--- config.mk ---
export PLATFORM = sky130hd
export DESIGN_NAME = icache_dm_ro
export DESIGN_NICKNAME = d
export VERILOG_FILES = /design/src/rtl/icache_dm_ro.sv
export SDC_FILE = /design/constraint.sdc
export NUM_CORES = 1
export LEC_CHECK = 0
export ABC_AREA = 0
export BUFFER_PORTS_ARGS = -buffer_cell sky130_fd_sc_hd__buf_2
export CAP_MARGIN = 40
export CORE_MARGIN = 2
export CORE_UTILIZATION = 40
export DETAILED_ROUTE_END_ITERATION = 12
export HOLD_SLACK_MARGIN = 0.02
export RECOVER_POWER = 50
export SLEW_MARGIN = 10
export SYNTH_ARGS = -nofsm -noshare
export SYNTH_HDL_FRONTEND = slang
export SYNTH_SLANG_ARGS = --single-unit
--- constraint.sdc ---
create_clock -name clk -period 30.3 [get_ports clk]
set_input_delay 0 -clock clk [delete_from_list [all_inputs] [get_ports clk]]
set_output_delay 0 -clock clk [all_outputs]
set_load 0.05 [all_outputs]
--- src/rtl/icache_dm_ro.sv ---
// Direct-mapped read-only instruction cache with single-line refill and saturating miss counter.
// Hits complete combinationally; a miss stalls until the 128-bit line returns from memory.
module icache_dm_ro #(
  parameter int LINES = 8,
  parameter int CNT_W = 16
) (
  input  logic             clk,
  input  logic             rst_n,
  input  logic             proc_read,
  input  logic [29:0]      proc_addr,
  output logic [31:0]      proc_rdata,
  output logic             proc_stall,
  output logic             mem_read,
  output logic             mem_write,
  output logic [27:0]      mem_addr,
  output logic [127:0]     mem_wdata,
  input  logic [127:0]     mem_rdata,
  input  logic             mem_ready,
  output logic [CNT_W-1:0] miss_count
);

  localparam int IDX   = $clog2(LINES);
  localparam int TAG_W = 28 - IDX;

  typedef enum logic {IDLE, FETCH} state_t;

  state_t             r_state;
  logic [LINES-1:0]   r_valid;
  logic [TAG_W-1:0]   r_tag [LINES];
  logic [127:0]       r_data [LINES];
  logic               r_memRead;
  logic [27:0]        r_memAddr;
  logic [CNT_W-1:0]   r_missCount;

  logic [1:0]         w_offset;
  logic [IDX-1:0]     w_index;
  logic [TAG_W-1:0]   w_tag;
  logic               w_hit;
  logic               w_fill;
  logic [IDX-1:0]     w_fillIdx;
  logic [TAG_W-1:0]   w_fillTag;
  logic [127:0]       w_lineData;

  assign w_offset   = proc_addr[1:0];
  assign w_index    = proc_addr[IDX+1:2];
  assign w_tag      = proc_addr[29:IDX+2];
  assign w_hit      = proc_read & r_valid[w_index] & (r_tag[w_index] == w_tag);
  assign w_fill     = (r_state == FETCH) & mem_ready;
  assign w_fillIdx  = r_memAddr[IDX-1:0];
  assign w_fillTag  = r_memAddr[27:IDX];
  assign w_lineData = r_data[w_index];

  assign proc_rdata = w_lineData[{w_offset, 5'd0} +: 32];
  assign proc_stall = (r_state == FETCH) | (proc_read & ~w_hit);
  assign mem_read   = r_memRead;
  assign mem_addr   = r_memAddr;
  assign mem_write  = 1'b0;
  assign mem_wdata  = '0;
  assign miss_count = r_missCount;

  always_ff @(posedge clk or negedge rst_n) begin
    if (!rst_n) begin
      r_state     <= IDLE;
      r_valid     <= '0;
      r_memRead   <= 1'b0;
      r_memAddr   <= '0;
      r_missCount <= '0;
    end else begin
      case (r_state)
        IDLE: begin
          if (proc_read && !w_hit) begin
            r_state   <= FETCH;
            r_memRead <= 1'b1;
            r_memAddr <= proc_addr[29:2];
            if (r_missCount != '1) begin
              r_missCount <= r_missCount + 1'b1;
            end
          end
        end
        FETCH: begin
          // Refill target comes from the latched line address, not the live proc_addr.
          if (mem_ready) begin
            r_valid[w_fillIdx] <= 1'b1;
            r_memRead          <= 1'b0;
            r_state            <= IDLE;
          end
        end
        default: r_state <= IDLE;
      endcase
    end
  end

  // Tag and data arrays are left unreset; the valid bits alone gate their use.
  always_ff @(posedge clk) begin
    if (w_fill) begin
      r_tag[w_fillIdx]  <= w_fillTag;
      r_data[w_fillIdx] <= mem_rdata;
    end
  end

endmodule

After elaboration in Yosys (flattened, before gate mapping) --
Memory sizes are Yosys's and may differ from the RTL's. Cells that the tools add are included. W data, S select, Z words.
Word-level totals: flip-flop bits (word level) 54, bits in latches 0, bits in writable memories 1224, input bits 162, logic and storage cells 43, memories kept 2, bits in read-only memories 0
Memory list:
- r_data | words 8, width 128, read ports 1, clocked after Yosys merged registers in 0, wr ports 1, RTL line 30 | logic [127:0] r_data [LINES];
- r_tag | words 8, width 25, read ports 1, clocked after Yosys merged registers in 0, wr ports 1, RTL line 29 | logic [TAG_W-1:0] r_tag [LINES];
Cells by class: mux-type cells 12, reduce and logical (&&, ||, !) cells 7, $lt $le $gt $ge 3, shift-type cells 1, add/sub/neg operators 1, bitwise logic cells 8, eq/ne operators 4, div/mod/pow operators 0, $mul 0
Operators by type and width (number):
- $shiftx A128 B8 Y32 | 1
- $eq A25 B25 Y1 | 1
- $add A16 B1 Y16 const B | 1
- $ne A16 B16 Y1 const B | 1
- $lt A3 B4 Y1 const B | 2
- $mux W1 | 8
- $or A8 B8 Y8 | 1
- $reduce_and A2 Y1 | 3
- $and A1 B1 Y1 | 4
- $ne A2 B2 Y1 const B | 2
- $pmux W1 S2 | 2
- $bmux W1 S3 | 1
- $demux W1 S3 | 1
- $ge A3 B1 Y1 const B | 1
- $reduce_and A3 Y1 | 1
- $logic_and A1 B1 Y1 | 2
- $not A1 Y1 | 2
- $logic_not A1 Y1 | 1
- $or A1 B1 Y1 | 1

Longest topological paths before layout --
depth after elaboration 8, depth in mapped cells 14, depth with buffers taken out 8

Worst setup path after synthesis --
OpenSTA, ideal clock, no wires.
path kind reg-to-reg, from register r_memAddr[2] (netlist: mem_addr[2]), to register r_valid[0], path slack 17.906 ns, clock period less this slack 12.394 ns, library setup time 0.131 ns, cell stages (with the launch flop) 4, arrival 12.263 ns, path through dfrtp_1 -> or2_2 -> nor3_1 -> or2_2
On the way: longest elaborated chain between the ends 5, elaborated cells between the ends (all ways) 6
RTL lines:
- from (decl) | RTL line 32 | logic [27:0] r_memAddr;
- from (signal assigned) | RTL line 74 | r_memAddr <= proc_addr[29:2];
- $lt A3 B4 Y1 (implied by the code) or $ge A3 B1 Y1 (tied branches) | RTL line 83 | r_valid[w_fillIdx] <= 1'b1;
- $logic_and A1 B1 Y1 (implied by the code) | RTL line 83
- $mux W1 (implied by the code) | RTL line 83
- $demux W1 S3 * | RTL line 83
- $or A8 B8 Y8 (no line) *
- to (signal assigned) | RTL line 64 | r_valid <= '0;
- to (signal, indexed assignment) | RTL line 83
- to (decl) | RTL line 28 | logic [LINES-1:0] r_valid;
Every way passes the cells marked *; elsewhere a longest branch is shown, timed or not. A chain may end at the register's enable or synchronous reset.

Worst setup path after layout --
from input proc_addr[2], to output proc_rdata[19]
On the way: longest elaborated chain between the ends 2
RTL lines:
- from (decl) | RTL line 10 | input logic [29:0] proc_addr,
- $mem_v2 Z8 W128
- $shiftx A128 B8 Y32 | RTL line 53 | assign proc_rdata = w_lineData[{w_offset, 5'd0} +: 32];
- to (decl) | RTL line 11 | output logic [31:0] proc_rdata,
No other way between the ends.

==> impl_metrics.env <==
export IMPL_ys_async_sr_fraction_pct=4.225
export IMPL_fp_dieArea_sq_mm=0.1279
export IMPL_leakagePower_nw=19.10
export IMPL_cpMaxStageDelayCell="buf_4"
export IMPL_route_vias_total=23200
export IMPL_place_detailed_hpwl_mm=64.56
export IMPL_finish_net_count=2793
export IMPL_crit_path_cells="buf_8 > buf_4 > buf_4 > buf_4 > buf_12 > mux4_2 > mux4_2 > mux2_2 > buf_2"
export IMPL_maxSlewHeadroom_pct=-133.1
export IMPL_hold_worst_slack_ns=0.08027
export IMPL_first_global_vias=24700
export IMPL_worst_skew_pair_late_latency_ns=0.72
export IMPL_worstHoldStart="proc_addr[6]"
export IMPL_syn_cell_area_sq_mm=0.05002
export IMPL_arrival_ns=4.46
export IMPL_critical_path_buf_inv_count=6
export IMPL_drive_above_1_share_pct=28.27
export IMPL_hold_path_class="input pin to flop"
export IMPL_setup_viol=0
export IMPL_dieHeight_um=357.6
export IMPL_drt_pre_antenna_iters=5
export IMPL_worstReg2RegEnd="miss_count[12]$_DFFE_PN0P_"
export IMPL_synth_cells=2139
export IMPL_numCtsBuffers=135
export IMPL_timing_critical_path_to_type="primary output"
export IMPL_clock_sink_count=1278
export IMPL_globalRouteTotalUtil_pct=17.72
export IMPL_wl_mm=112.7
export IMPL_yosys_most_used_dff="edfxtp_1"
export IMPL_netlist_cell_type_count=47
export IMPL_syn_area_per_cell_sq_um=23.38
export IMPL_core_sq_mm=0.1240
export IMPL_post_synth_top_area_cell="edfxtp_1"
export IMPL_start_util_pct=40.35
export IMPL_cpPeakStageDelay_ns=0.72
export IMPL_gp_congestion=0.7294
export IMPL_crit_required_ns=30.30
export IMPL_routedWlPerCell_um=25.72
export IMPL_initialDrtViolationCount=1970
export IMPL_holdBufCountCts=159
export IMPL_hold_path_cell_count=3
export IMPL_flow_area_growth_from_synthesis_pct=17.70
export IMPL_max_slew_violation_count=77
export IMPL_i_o_buffers=239
export IMPL_setup_skew_after_layout_ns=0.02984
export IMPL_grt_overflow_total=0
export IMPL_cts_root_buffer="clkbuf_16"
export IMPL_grt_antenna_before_repair=21
export IMPL_reg2reg_slack_ns=26.77
export IMPL_fmaxAchievable_mhz=224.1
export IMPL_yosysWarnings=0
export IMPL_max_slew_worst_pin_slew_ns=3.497
export IMPL_setup_tns_ns=0
export IMPL_netlist_area_leader_share_pct=73.49
export IMPL_critPathTopFamily="buffers and inverters"
export IMPL_hold_end="mem_addr[4]$_DFFE_PN0P_"
export IMPL_vdd_ir_drop_worst_v=0.00006736
export IMPL_cts_reportedPaths_clkPinSlew_ns=0.06
export IMPL_cp_dominant_cell_by_count="buf_4"
export IMPL_post_cts_resized=0
export IMPL_cts_htree_levels=4
export IMPL_worstReg2RegStart="r_tag[7][18]$_DFFE_PP_"
export IMPL_synth_seq_cells=1278
export IMPL_via_per_inst=5.294
export IMPL_grt_start_max_net_pins=112
export IMPL_global_route_wire_length_before_repair_mm=164.9
export IMPL_seq_area_frac_synth_pct=76.19
export IMPL_clockBufferDepth=3
export IMPL_drc_violations_left=0
export IMPL_multiInputGateArea_sq_mm=0.01100
export IMPL_ioPinCount=369
export IMPL_period_needed_ns=4.463
export IMPL_final_antenna_net_count=0
export IMPL_utilization_pct=47.49
export IMPL_cellPowerDensity_mw_per_mm2=68.39
export IMPL_cts_tree="done"
export IMPL_sequential_cell_area_sq_mm=0.03811
export IMPL_num_rows=129
export IMPL_netlist_top_cells_area="edfxtp_1 73%, mux4_2 16%, dfrtp_1 2.7%"
export IMPL_setup_worst_path_start_class="input pin"
export IMPL_fill_cells=10130
export IMPL_timing_max_cap_violations=2
export IMPL_timing_worst_setup_path_type="input pin to primary output"
export IMPL_synth_edff_count=1224
export IMPL_final_hold_violation_count=0
export IMPL_postCtsSetupBuffers=0
export IMPL_layout_worst_path_cycle_share_pct=14.73
export IMPL_violated_checks="max-capacitance violations, max-slew violations"
export IMPL_crit_path_max_fanout=80
export IMPL_worst_r2r_cell_count=9
export IMPL_run_status="finished, violations left"
export IMPL_grt_setup_unrepaired="false"
export IMPL_die_width_um=357.6
worst reg2reg max path: stages, from the launching register on:
cell      delay, ns
edfxtp_1       0.37
mux4_2         0.47
mux2i_1        0.22
xnor2_1        0.19
or4_4          0.56
nor4_4         0.34
a31oi_4        0.29
buf_4          0.41
nand4_1        0.24
mux2_2         0.34
how the worst max path moves through the flow:
stage | slack, ns | endpoint | cells after the start | start
2_1_floorplan | 17.91 | r_valid[0]$_DFFE_PN0P_ | 3 | mem_addr[2]$_DFFE_PN0P_
3_3_place_gp | 25.19 | proc_rdata[5] | 8 | proc_addr[2]
3_5_place_dp | 25.70 | proc_rdata[19] | 9 | proc_addr[2]
4_1_cts | 25.71 | proc_rdata[19] | 9 | proc_addr[2]
5_1_grt | 25.46 | proc_rdata[19] | 9 | proc_addr[2]
6_report | 25.84 | proc_rdata[19] | 9 | proc_addr[2]
state kept, by name, indices dropped and copies added (netlist names):
register,cells
miss_count,16
r_valid,8
mem_addr,28
r_state,1
r_tag,200
mem_read,1
r_data,1024
area by class of cell:
type                       instances  share of cell area, %
sequential                      1278                  64.73
multi-input combinational        761                  18.68
clock buffer                     174                  6.217
timing repair buffer             453                  5.868
tap                             1637                  3.479
clock inverter                    74                 0.9989
antenna                            4                0.01700
inverter                           1               0.006376
where the power goes:
part / switching, mW / internal [mW] / total (mW)
combinational: 0.258 / 0.137 / 0.395
clock: 0.672 / 0.895 / 1.57
sequential: 0.0373 / 2.03 / 2.06
total: 0.967 / 3.06 / 4.03
through the flow:
| step | setup WS [ns] | power (mW) | area [sq um] | std cells |
|---|---|---|---|---|
| after CTS | 25.71 | 4.077 | 59050 | 4377 |
| after global placement | 25.19 | 2.468 | 52690 | 3949 |
| after floorplan | 17.91 | 2.377 | 50500 | 2267 |
| final | 25.84 | 4.026 | 58870 | 4382 |
| after detailed placement | 25.70 | 2.487 | 53210 | 3970 |
| after global routing | 25.46 | 4.162 | 58860 | 4380 |
metal layers:
| metal | vias to the layer above | part of all wire, % | track usage [%] |
|---|---|---|---|
| met5 | - | 0.15 | 0 |
| met4 | 28 | 2.2 | 5.172 |
| met3 | 176 | 6.0 | 3.664 |
| met2 | 768 | 50 | 29.60 |
| met1 | 12460 | 41 | 23.59 |
| li1 | 9773 | - | - |
cells by family after synthesis:
group | count (synthesis) | share of synthesized area (%)
buffers and inverters | 228 | 2.897
DFF | 1278 | 76.19
AOI/OAI and AO/OA | 24 | 0.3752
adders and majority gates | 1 | 0.02501
xor gates and xnor gates | 33 | 0.5779
and+or+nand+nor | 111 | 1.288
muxes | 463 | 18.64
other | 1 | 0.007497
synthesized netlist by cell type, types with 2 or more instances:
| master | count |
|---|---|
| a2bb2oi_1 | 2 |
| a22oi_1 | 2 |
| buf_6 | 5 |
| nand3_1 | 10 |
| nor4_1 | 2 |
| xnor2_1 | 19 |
| mux2i_1 | 39 |
| nor2b_1 | 7 |
| dfrtp_1 | 54 |
| xor2_1 | 14 |
| nor2_1 | 11 |
| mux2_4 | 28 |
| nand2b_1 | 8 |
| nand4_1 | 13 |
| or2_2 | 9 |
| buf_1 | 12 |
| nand3b_1 | 2 |
| clkbuf_1 | 38 |
| nor3_1 | 3 |
| nor4b_1 | 4 |
| and3_1 | 9 |
| buf_4 | 136 |
| o211ai_1 | 2 |
| a22o_1 | 8 |
| and2_1 | 4 |
| buf_2 | 36 |
| or3_1 | 3 |
| mux4_2 | 360 |
| mux2_2 | 36 |
| o21ai_0 | 4 |
| edfxtp_1 | 1224 |
| nand2_1 | 20 |
cell usage in the layout, fill, tap and decap left out, types with 10 or more instances in the layout:
cell type and instances:
conb_1 129, mux2_2 36, edfxtp_1 1224, xor2_1 14, mux2_4 28, mux4_2 360, buf_12 11, dlygate4sd3_1 159
mux2i_1 39, clkinv_2 22, xnor2_1 19, nand3_1 10, clkbuf_1 180, buf_16 14, buf_4 28, dfrtp_1 54
clkbuf_16 139, nand4_1 13, clkinv_1 31, nand2_1 20, buf_2 88
(Power assumes the default switching activity.)
